`config.mk`:
```
export PLATFORM = sky130hd
export DESIGN_NAME = hawk_cpu_stall_wr
export DESIGN_NICKNAME = d
export VERILOG_FILES = /design/src/rtl/hacd_pkg.sv /design/src/rtl/hawk_axi_w_gate.sv /design/src/rtl/hawk_cpu_stall_wr.sv
export SDC_FILE = /design/constraint.sdc
export NUM_CORES = 1
export LEC_CHECK = 0
export ABC_AREA = 0
export CORE_AREA = 8 8 137 139
export CTS_BUF_LIST = sky130_fd_sc_hd__clkbuf_16
export DETAILED_ROUTE_END_ITERATION = 10
export DIE_AREA = 0 0 145 147
export HOLD_SLACK_MARGIN = 0.02
export MAX_ROUTING_LAYER = met4
export PLACE_DENSITY = 0.66
export SLEW_MARGIN = 20
export SYNTH_ARGS = -nofsm -noshare
export SYNTH_HDL_FRONTEND = slang
export SYNTH_HIERARCHICAL = 1
export SYNTH_SLANG_ARGS = --single-unit
```
`constraint.sdc`:
```
create_clock -name clk -period 2.4 [get_ports clk]
set_input_delay 0.72 -clock clk [delete_from_list [all_inputs] [get_ports clk]]
set_output_delay 0.72 -clock clk [all_outputs]
set_load 0.01 [all_outputs]
```
`src/rtl/hacd_pkg.sv`:
```
// Shared hawk types: CPU override packet from the control unit and the ATT lookup request.
// Default AXI4 widths apply when the HACD_AXI4_* macros are not supplied by the build.
`ifndef HACD_AXI4_DATA_WIDTH
`define HACD_AXI4_DATA_WIDTH 64
`endif
`ifndef HACD_AXI4_ADDR_WIDTH
`define HACD_AXI4_ADDR_WIDTH 32
`endif
`ifndef HACD_AXI4_ID_WIDTH
`define HACD_AXI4_ID_WIDTH 4
`endif
`ifndef HACD_AXI4_USER_WIDTH
`define HACD_AXI4_USER_WIDTH 2
`endif

package hacd_pkg;
    localparam int HACD_PAGE_SHIFT = 12;
    localparam int HACD_ADDR_W     = `HACD_AXI4_ADDR_WIDTH;
    localparam int HACD_PPN_W      = HACD_ADDR_W - HACD_PAGE_SHIFT;

    typedef struct packed {
        logic                   allow_access;
        logic [HACD_ADDR_W-1:0] ppa;
    } hawk_cpu_ovrd_pkt_t;

    typedef struct packed {
        logic                  valid;
        logic [HACD_PPN_W-1:0] hppa;
    } cpu_reqpkt_t;

    // Physical page from ppa, in-page offset from the original address.
    function automatic logic [HACD_ADDR_W-1:0] hacd_page_merge(
        input logic [HACD_ADDR_W-1:0] ppa,
        input logic [HACD_ADDR_W-1:0] addr
    );
        logic [HACD_ADDR_W-1:0] mask;
        mask = {{HACD_PPN_W{1'b1}}, {HACD_PAGE_SHIFT{1'b0}}};
        return (ppa & mask) | (addr & ~mask);
    endfunction
endpackage

```
`src/rtl/hawk_axi_w_gate.sv`:
```
// W-channel gate for the write stall bridge: passes beats only while the AW has been issued,
// counts beats and flags wlast against the latched awlen in simulation.
module hawk_axi_w_gate
    import hacd_pkg::*;
#(
    parameter int DATA_WIDTH = `HACD_AXI4_DATA_WIDTH,
    parameter int STRB_WIDTH = DATA_WIDTH / 8
) (
    input  logic                  clk,
    input  logic                  rst,
    input  logic                  i_active,
    input  logic [7:0]            i_awlen,
    input  logic [DATA_WIDTH-1:0] i_s_wdata,
    input  logic [STRB_WIDTH-1:0] i_s_wstrb,
    input  logic                  i_s_wlast,
    input  logic                  i_s_wvalid,
    output logic                  o_s_wready,
    output logic [DATA_WIDTH-1:0] o_m_wdata,
    output logic [STRB_WIDTH-1:0] o_m_wstrb,
    output logic                  o_m_wlast,
    output logic                  o_m_wvalid,
    input  logic                  i_m_wready,
    output logic                  o_burst_done
);
    logic       w_hs;
    logic [7:0] r_beat_cnt;

    assign o_m_wvalid   = i_active && i_s_wvalid;
    assign o_s_wready   = i_active && i_m_wready;
    assign o_m_wdata    = i_s_wdata;
    assign o_m_wstrb    = i_s_wstrb;
    assign o_m_wlast    = i_s_wlast;
    assign w_hs         = o_m_wvalid && i_m_wready;
    assign o_burst_done = w_hs && i_s_wlast;

    always_ff @(posedge clk) begin
        if (rst) begin
            r_beat_cnt <= 8'd0;
        end else if (w_hs) begin
            r_beat_cnt <= i_s_wlast ? 8'd0 : r_beat_cnt + 8'd1;
        end
    end

    // The wlast beat must be beat number awlen (zero-based) of the burst.
    a_wlast_beats: assert property (@(posedge clk) disable iff (rst)
        o_burst_done |-> (r_beat_cnt == i_awlen));
endmodule

```
`src/rtl/hawk_cpu_stall_wr.sv`:
```
// CPU-side AXI4 write bridge: holds each AW until hawk resolves the ATT lookup, then issues the
// translated AW and gates the W burst through. Optional HAWK_CPU_WR_BWAIT_EN waits for B too.
module hawk_cpu_stall_wr
    import hacd_pkg::*;
#(
    parameter int DATA_WIDTH    = `HACD_AXI4_DATA_WIDTH,
    parameter int ADDR_WIDTH    = `HACD_AXI4_ADDR_WIDTH,
    parameter int STRB_WIDTH    = DATA_WIDTH / 8,
    parameter int ID_WIDTH      = `HACD_AXI4_ID_WIDTH,
    parameter int AWUSER_ENABLE = 1,
    parameter int AWUSER_WIDTH  = `HACD_AXI4_USER_WIDTH,
    parameter int BUSER_WIDTH   = `HACD_AXI4_USER_WIDTH
) (
    input  logic                    clk,
    input  logic                    rst,
    input  hawk_cpu_ovrd_pkt_t      hawk_cpu_ovrd_pkt,
    output cpu_reqpkt_t             cpu_reqpkt,
    input  logic                    hawk_inactive,
    input  logic [ID_WIDTH-1:0]     s_axi_awid,
    input  logic [ADDR_WIDTH-1:0]   s_axi_awaddr,
    input  logic [7:0]              s_axi_awlen,
    input  logic [2:0]              s_axi_awsize,
    input  logic [1:0]              s_axi_awburst,
    input  logic                    s_axi_awlock,
    input  logic [3:0]              s_axi_awcache,
    input  logic [2:0]              s_axi_awprot,
    input  logic [3:0]              s_axi_awqos,
    input  logic [3:0]              s_axi_awregion,
    input  logic [AWUSER_WIDTH-1:0] s_axi_awuser,
    input  logic                    s_axi_awvalid,
    output logic                    s_axi_awready,
    input  logic [DATA_WIDTH-1:0]   s_axi_wdata,
    input  logic [STRB_WIDTH-1:0]   s_axi_wstrb,
    input  logic                    s_axi_wlast,
    input  logic                    s_axi_wvalid,
    output logic                    s_axi_wready,
    output logic [ID_WIDTH-1:0]     s_axi_bid,
    output logic [1:0]              s_axi_bresp,
    output logic [BUSER_WIDTH-1:0]  s_axi_buser,
    output logic                    s_axi_bvalid,
    input  logic                    s_axi_bready,
    output logic [ID_WIDTH-1:0]     m_axi_awid,
    output logic [ADDR_WIDTH-1:0]   m_axi_awaddr,
    output logic [7:0]              m_axi_awlen,
    output logic [2:0]              m_axi_awsize,
    output logic [1:0]              m_axi_awburst,
    output logic                    m_axi_awlock,
    output logic [3:0]              m_axi_awcache,
    output logic [2:0]              m_axi_awprot,
    output logic [3:0]              m_axi_awqos,
    output logic [3:0]              m_axi_awregion,
    output logic [AWUSER_WIDTH-1:0] m_axi_awuser,
    output logic                    m_axi_awvalid,
    input  logic                    m_axi_awready,
    output logic [DATA_WIDTH-1:0]   m_axi_wdata,
    output logic [STRB_WIDTH-1:0]   m_axi_wstrb,
    output logic                    m_axi_wlast,
    output logic                    m_axi_wvalid,
    input  logic                    m_axi_wready,
    input  logic [ID_WIDTH-1:0]     m_axi_bid,
    input  logic [1:0]              m_axi_bresp,
    input  logic [BUSER_WIDTH-1:0]  m_axi_buser,
    input  logic                    m_axi_bvalid,
    output logic                    m_axi_bready
);
    typedef enum logic [2:0] {
        ST_IDLE,
        ST_WAIT,
        ST_ISSUE,
`ifdef HAWK_CPU_WR_BWAIT_EN
        ST_DATA,
        ST_BRESP
`else
        ST_DATA
`endif
    } state_t;

    state_t                  r_state;
    logic                    r_awready;
    logic                    r_awvalid;
    logic [ID_WIDTH-1:0]     r_awid;
    logic [ADDR_WIDTH-1:0]   r_awaddr;
    logic [7:0]              r_awlen;
    logic [2:0]              r_awsize;
    logic [1:0]              r_awburst;
    logic                    r_awlock;
    logic [3:0]              r_awcache;
    logic [2:0]              r_awprot;
    logic [3:0]              r_awqos;
    logic [3:0]              r_awregion;
    logic [AWUSER_WIDTH-1:0] r_awuser;
    logic                    w_aw_hs;
    logic                    w_allow;
    logic                    w_burst_done;

    assign w_aw_hs = s_axi_awvalid && r_awready;
    assign w_allow = hawk_cpu_ovrd_pkt.allow_access;

    // NOTE: sequential state uses <= so every register samples pre-edge values, whatever the statement order.
    always_ff @(posedge clk) begin
        if (rst) begin
            r_state   <= ST_IDLE;
            r_awready <= 1'b0;
            r_awvalid <= 1'b0;
        end else begin
            case (r_state)
                ST_IDLE: begin
                    if (w_aw_hs) begin
                        r_awready <= 1'b0;
                        r_awvalid <= hawk_inactive;
                        r_state   <= hawk_inactive ? ST_ISSUE : ST_WAIT;
                    end else begin
                        r_awready <= !r_awvalid;
                    end
                end
                ST_WAIT: begin
                    if (w_allow) begin
                        r_awvalid <= 1'b1;
                        r_state   <= ST_ISSUE;
                    end
                end
                ST_ISSUE: begin
                    if (m_axi_awready) begin
                        r_awvalid <= 1'b0;
                        r_state   <= ST_DATA;
                    end
                end
                ST_DATA: begin
                    if (w_burst_done) begin
`ifdef HAWK_CPU_WR_BWAIT_EN
                        r_state   <= ST_BRESP;
`else
                        r_state   <= ST_IDLE;
                        r_awready <= 1'b1;
`endif
                    end
                end
`ifdef HAWK_CPU_WR_BWAIT_EN
                ST_BRESP: begin
                    if (m_axi_bvalid && m_axi_bready) begin
                        r_state   <= ST_IDLE;
                        r_awready <= 1'b1;
                    end
                end
`endif
                default: r_state <= ST_IDLE;
            endcase
        end
    end

    // NOTE: the AW payload is qualified by the valid/state registers, so it needs no reset.
    always_ff @(posedge clk) begin
        if (w_aw_hs) begin
            r_awid     <= s_axi_awid;
            r_awaddr   <= s_axi_awaddr;
            r_awlen    <= s_axi_awlen;
            r_awsize   <= s_axi_awsize;
            r_awburst  <= s_axi_awburst;
            r_awlock   <= s_axi_awlock;
            r_awcache  <= s_axi_awcache;
            r_awprot   <= s_axi_awprot;
            r_awqos    <= s_axi_awqos;
            r_awregion <= s_axi_awregion;
            r_awuser   <= s_axi_awuser;
        end else if (r_state == ST_WAIT && w_allow) begin
            r_awaddr   <= hacd_page_merge(hawk_cpu_ovrd_pkt.ppa, r_awaddr);
        end
    end

    always_comb begin
        cpu_reqpkt.valid = (r_state == ST_WAIT) && !w_allow;
        cpu_reqpkt.hppa  = r_awaddr[ADDR_WIDTH-1:HACD_PAGE_SHIFT];
    end

    assign s_axi_awready  = r_awready;
    assign m_axi_awvalid  = r_awvalid;
    assign m_axi_awid     = r_awid;
    assign m_axi_awaddr   = r_awaddr;
    assign m_axi_awlen    = r_awlen;
    assign m_axi_awsize   = r_awsize;
    assign m_axi_awburst  = r_awburst;
    assign m_axi_awlock   = r_awlock;
    assign m_axi_awcache  = r_awcache;
    assign m_axi_awprot   = r_awprot;
    assign m_axi_awqos    = r_awqos;
    assign m_axi_awregion = r_awregion;
    assign m_axi_awuser   = (AWUSER_ENABLE != 0) ? r_awuser : '0;

    hawk_axi_w_gate #(
        .DATA_WIDTH (DATA_WIDTH),
        .STRB_WIDTH (STRB_WIDTH)
    ) u_w_gate (
        .clk          (clk),
        .rst          (rst),
        .i_active     (r_state == ST_DATA),
        .i_awlen      (r_awlen),
        .i_s_wdata    (s_axi_wdata),
        .i_s_wstrb    (s_axi_wstrb),
        .i_s_wlast    (s_axi_wlast),
        .i_s_wvalid   (s_axi_wvalid),
        .o_s_wready   (s_axi_wready),
        .o_m_wdata    (m_axi_wdata),
        .o_m_wstrb    (m_axi_wstrb),
        .o_m_wlast    (m_axi_wlast),
        .o_m_wvalid   (m_axi_wvalid),
        .i_m_wready   (m_axi_wready),
        .o_burst_done (w_burst_done)
    );

    assign s_axi_bid    = m_axi_bid;
    assign s_axi_bresp  = m_axi_bresp;
    assign s_axi_buser  = m_axi_buser;
    assign s_axi_bvalid = m_axi_bvalid;
    assign m_axi_bready = s_axi_bready;
endmodule
```
==> results of run 1 <==
metrics by stage:
| step | util (%) | total power (µW) | instance area (µm²) |
|---|---|---|---|
| detailed placement | 29.5 | 3500 | 4950 |
| global route | 31.5 | 5100 | 5280 |
| CTS | 31.4 | 4950 | 5270 |
| finish | 31.5 | 4850 | 5280 |
| floorplan | - | 2710 | 3500 |
| global placement | 29.5 | 3460 | 4950 |
worst paths after layout:
| check | startpoint | endpoint | slack [ps] | depth (start not counted) |
|---|---|---|---|---|
| max | m_axi_wready | s_axi_wready | 60 | 3 |
| min | m_axi_awvalid$_SDFFE_PP0P_ | s_axi_awready$_SDFFE_PP0P_ | 610 | 2 |
| max reg2reg | r_state[1]$_SDFFE_PP0P_ | r_state[1]$_SDFFE_PP0P_ | 620 | 7 |
| min reg2reg | m_axi_awvalid$_SDFFE_PP0P_ | s_axi_awready$_SDFFE_PP0P_ | 610 | 2 |
critical path, cell delays in order:
cell and delay [ps]:
clkdlybuf4s50_1 420, and2_2 200, dlygate4sd2_1 280
what timing repair did:
action,4_1_cts,5_1_grt
hold endpoints to repair,0,0
gates cloned,0,0
setup buffers,0,1
setup endpoints to repair,4,1
gates resized for setup,6,1
metal layers:
layer	track usage, %	share of wire, %
met4	6.68	4.3
met1	8.16	29
met5	-	0
met3	6.98	15
met2	19.7	52
cell families after synthesis:
logic type / synth area share (%)
buffers and inverters: 23.6
AND/OR/NAND/NOR: 5.19
flip-flops: 59.8
AO/OA/AOI/OAI: 2.04
adder cells (fa/ha/maj): 2.15
multiplexers: 7.16
registers in the layout, summed over array words and instances (netlist names), 3 cells and up:
signal and cells:
m_axi_awid 4, m_axi_awqos 4, m_axi_awregion 4, m_axi_awaddr 32, m_axi_awcache 4, m_axi_awsize 3, m_axi_awprot 3, m_axi_awlen 8
layout make-up:
cell class	count	share of cell area, %
Tap cell	225	5.34
Clock buffer	9	4.27
Inverter	6	0.427
Clock inverter	7	1.83
Multi-Input combinational cell	65	11.0
Sequential cell	71	39.7
Timing Repair Buffer	196	37.5
layout by cell type (no fill, tap or decap):
cell / n
nor3b_1: 1
nand2_2: 1
and3_1: 12
clkbuf_16: 9
a21oi_1: 3
clkinvlp_4: 2
dlymetal6s2s_1: 1
nand2_1: 2
ha_1: 6
clkdlybuf4s15_2: 1
dfxtp_1: 4
or2b_1: 1
buf_12: 3
nand2b_1: 3
or2_2: 1
a211oi_2: 1
a211oi_1: 1
a311oi_1: 1
inv_6: 2
edfxtp_1: 67
buf_4: 5
mux2i_1: 1
nor2_1: 1
and4_1: 2
a21bo_1: 1
mux2_4: 1
and2_2: 2
bufinv_16: 2
nor3_1: 1
and4_4: 1
a41oi_1: 2
dlygate4sd2_1: 3
inv_1: 7
mux2_2: 20
clkdlybuf4s50_1: 183
power by group through the flow:
stage | combinational [µW] | sequential [µW] | clock (µW)
2_1_floorplan | 775 | 1940 | 0
3_3_place_gp | 1640 | 1810 | 0
3_5_place_dp | 1670 | 1830 | 0
4_1_cts | 1670 | 1800 | 1470
5_1_grt | 1750 | 1830 | 1520
6_report | 1640 | 1790 | 1420
==> results.md, run 1 <==
* Post-synth cell types at 28
* Register area at 0.00209 mm²
* Worst-margin pin slew at 436 ps
* Avg Inst Size Synth at 14.0 µm²
* Final Hold Slack at 609 ps
* Setup TNS at 0 ps
* Flop pwr share at 37.0%
* LEAKAGE at 0.00192 µW
* Final Hold Fails at 0
* Drt first pass iters at 4
* Synth Instances at 249
* Routed wire length at 12.0 mm
* Combinational power share at 33.8%
* Largest net degree at the start of global routing at 36
* Clock sink count at 71
* WL/cell at 20.7 µm
* Slew Limit Fails at 0
* TritonCTS buffer count at 9
* Relative slew slack at 70.9%
* Yosys Warn Count at 6
* Ys flop type: edfxtp_1
* GRT Overall Usage at 11.0%
* Crit-path max FO at 2
* Worst-path clk slew at 50 ps
* I/O Buffers at 188
* RD Place Congestion at 0.777
* FF+latch count, synth at 71
* Worst min path class: reg2reg
* Asr flop ratio synth at 0%
* CTS tree: done
* Layout fillers at 1612
* Sw Ratio at 27.1%
* CP required at 1680 ps
* Minimum clock period at 2340 ps
* Clock root buffer master: clkbuf_16
* RSZ-0062 raised after global routing: false
* Max Freq at 427 MHz
* Antenna Violating Nets Remaining at 0
* Sum of net half-perimeters after detailed placement at 10.3 mm
* Skew-Pair Late Insertion Delay at 330 ps
* Syn Nets at 445
* Minimum setup slack after placement at -291 ps
* Final worst slack at 60.6 ps
* Switching pwr at 1320 µW
* Worst path arrival time at 1620 ps
* Synth top cells by count: buf_4, edfxtp_1, mux2_2
* Clock share of power at 29.2%
* Netlist Area Pre-Place at 0.00350 mm²
* Die Area at 0.0213 mm²
* Max rail drop VDD at 0.000313 V
* Die Y at 147 µm
* Number of remaining DRC errors at 0
* Internal power at 3530 µW
* Final Cycle Share at 97.5%
* Chip Width at 145 µm
* First-pass GRT wire length at 16.9 mm
* Share of layout cells above drive strength 1 at 14.4%
* Top cells by area, synth: edfxtp_1, buf_4, mux2_2
* Via Count at 2220
* Io pins at 365
* Area delta synth->final at 50.9%
* EDFF count, synth at 67
* Max-Cap Viols at 0
* Critical Path Sink Type: output pin
* Worst Setup Path Type: in2out
* Hold buffers post-CTS at 0
* Register area share after synthesis at 59.8%
* Initial DRC Count at 72
* Pwr per Cell Area at 919 mW/mm²
* Top cell type's share of synthesized area at 57.6%
* Max Buffers Root-to-Sink at 2
* Grt total ovfl at 0
* Initial antenna violation count at 0
* Final net count at 545
* Outcome: completed
* Final setup viols at 0
* Inst Count DP at 562
* Crit start category: input pin
* Vias in the first global route at 2353
* Total core area at 0.0168 mm²
* Initial Utilization at 20.9%
* Post-route insts no fill at 579
* H-tree depth at 3
* Site Rows at 48
* Multi-input logic area at 578 µm²
* Most numerous cell in the Yosys netlist: buf_4
* Vias per cell at 3.83
* Clock skew at 6.83 ps
* Ant. Diodes at 0
* Largest area contributor in the netlist: edfxtp_1
(Power assumes the default switching activity.)
==> inputs of run 2 (changes only) <==
Settings changed: PLACE_DENSITY 0.66 to not set.
==> results.md, run 2 (synthesized netlist as in run 1, its figures left out) <==
* CP required at 1680 ps (about the same)
* Hold buffers post-CTS at 0 (unchanged)
* Most frequent cells in the layout: clkdlybuf4s50_1, edfxtp_1, mux2_2, and3_1, clkbuf_16
* Sum of net half-perimeters after detailed placement at 10.3 mm (about the same)
* Share of layout cells above drive strength 1 at 14.4% (+0.041 points)
* Routed wire length at 12.0 mm (+0.11%)
* Initial antenna violation count at 1 (+1)
* Worst path arrival time at 1600 ps (-20 ps)
* Skew-Pair Late Insertion Delay at 330 ps (about the same)
* Max rail drop VDD at 0.000282 V (-9.9%)
* Grt total ovfl at 0 (unchanged)
* Vias per cell at 3.80 (-0.77%)
* RSZ-0062 raised after global routing: false
* CTS tree: done
* Switching pwr at 1280 µW (-2.6%)
* Antenna Violating Nets Remaining at 0 (unchanged)
* Initial DRC Count at 69 (-4.2%)
* Clock root buffer master: clkbuf_16
* Sw Ratio at 27.3% (+0.20 points)
* RD Place Congestion at 0.833 (+7.2%)
* Critical Path Sink Type: output pin
* Die Y at 147 µm (unchanged)
* Max-Cap Viols at 0 (unchanged)
* Crit start category: input pin
* Area delta synth->final at 49.3%
* Inst Count DP at 563 (+0.18%)
* Clock sink count at 71 (unchanged)
* Combinational power share at 34.2% (+0.4 points)
* Site Rows at 48 (unchanged)
* WL/cell at 20.8 µm (+0.28%)
* Final Hold Fails at 0 (unchanged)
* Final Cycle Share at 96.8% (-0.72 points)
* Worst-margin pin slew at 434 ps (-2.04 ps)
* Pwr per Cell Area at 898 mW/mm² (-2.3%)
* Worst Setup Path Type: in2out
* Max Buffers Root-to-Sink at 2 (unchanged)
* Via Count at 2199 (-0.95%)
* H-tree depth at 3 (unchanged)
* Drt first pass iters at 4 (unchanged)
* TritonCTS buffer count at 9 (unchanged)
* Final Hold Slack at 584 ps (-24.8 ps)
* Final setup viols at 0 (unchanged)
* First-pass GRT wire length at 16.7 mm (-0.82%)
* Io pins at 365 (unchanged)
* Minimum clock period at 2320 ps (-17.3 ps)
* Max Freq at 431 MHz (+0.74%)
* Flop pwr share at 38.5% (+1.5 points)
* Slew Limit Fails at 0 (unchanged)
* Post-route insts no fill at 578 (-0.17%)
* Initial Utilization at 20.9% (unchanged)
* Largest net degree at the start of global routing at 36 (unchanged)
* Clock skew at 11.0 ps (+4.13 ps)
* Outcome: completed
* Worst min path class: reg2reg
* Post-CTS Setup Bufs at 0 (unchanged)
* Crit-path max FO at 2 (unchanged)
* Worst-path clk slew at 60 ps (about the same)
* I/O Buffers at 188 (unchanged)
* Clock share of power at 27.3% (-1.9 points)
* Chip Width at 145 µm (unchanged)
* Total core area at 0.0168 mm² (unchanged)
* GRT Overall Usage at 11.0% (-0.054 points)
* Number of remaining DRC errors at 0 (unchanged)
* Vias in the first global route at 2301 (-2.2%)
* Ant. Diodes at 0 (unchanged)
* Relative slew slack at 71.0% (+0.14 points)
* Final net count at 545 (unchanged)
* Commonest non-fill, non-tap cell in the layout: clkdlybuf4s50_1
* LEAKAGE at 0.00190 µW (-1.2%)
* Setup TNS at 0 ps (unchanged)
* Internal power at 3410 µW (-3.6%)
* Largest register FFs at 32 (unchanged)
* Die Area at 0.0213 mm² (unchanged)
-- run 2: changes by cell type in the layout (fill, tap and decap cells not counted), moves of 2 or more --
cell,change
clkinv_2,+3
clkinv_4,+2
clkinvlp_4,-2
inv_6,-2
-- run 2: cell type report --
cell class / instances / area [µm²]
Fill cell: 1619 / 11500
Tap cell: 225 / 282
Sequential cell: 71 / 2090
Inverter: 6 / 22.5
Clock buffer: 9 / 225
Clock inverter: 6 / 62.6
Multi-Input combinational cell: 65 / 578
Timing Repair Buffer: 196 / 1960
-- run 2: stage by stage --
stage / power [µW] / setup WS [ps] / cell area (µm²) / util, %
floorplan: 2710 / 342 / 3500 / -
global placement: 3450 / -282 / 4940 / 29.5
detailed placement: 3470 / -279 / 4940 / 29.5
CTS: 4760 / 13.9 / 5230 / 31.2
global route: 4910 / 40.0 / 5220 / 31.2
finish: 4690 / 77.9 / 5220 / 31.2
-- run 2: what timing repair did --
action | CTS | global route
pin swaps | 0 | 0
gates cloned | 0 | 0
resized for setup | 5 | 1
endpoints found under the setup margin | 4 | 1
-- run 2: power by group through the flow --
stage	Combinational, µW	Sequential [µW]	Clock [µW]
6_report	1600	1810	1280
2_1_floorplan	775	1940	0
5_1_grt	1720	1830	1360
3_3_place_gp	1620	1830	0
4_1_cts	1640	1810	1310
3_5_place_dp	1640	1840	0
-- run 2: path summary, 6_finish.rpt --
kind	cells after the start	slack, ps	from	endpoint
worst min-delay path	2	580	m_axi_awvalid$_SDFFE_PP0P_	s_axi_awready$_SDFFE_PP0P_
worst min register to register	2	580	m_axi_awvalid$_SDFFE_PP0P_	s_axi_awready$_SDFFE_PP0P_
worst max register to register	5	680	r_state[1]$_SDFFE_PP0P_	r_state[1]$_SDFFE_PP0P_
worst max-delay path	3	80	m_axi_wready	s_axi_wready
-- run 2: critical path, stage by stage --
cell	delay [ps]
clkdlybuf4s50_1	410
and2_2	190
dlygate4sd2_1	280
-- run 2: routing by layer --
metal	track usage, %	part of all wire (%)	up-vias
met5	-	0	-
met4	6.42	2.8	0
met3	6.71	15	40
met2	19.1	51	189
met1	8.76	31	995
li1	-	-	975
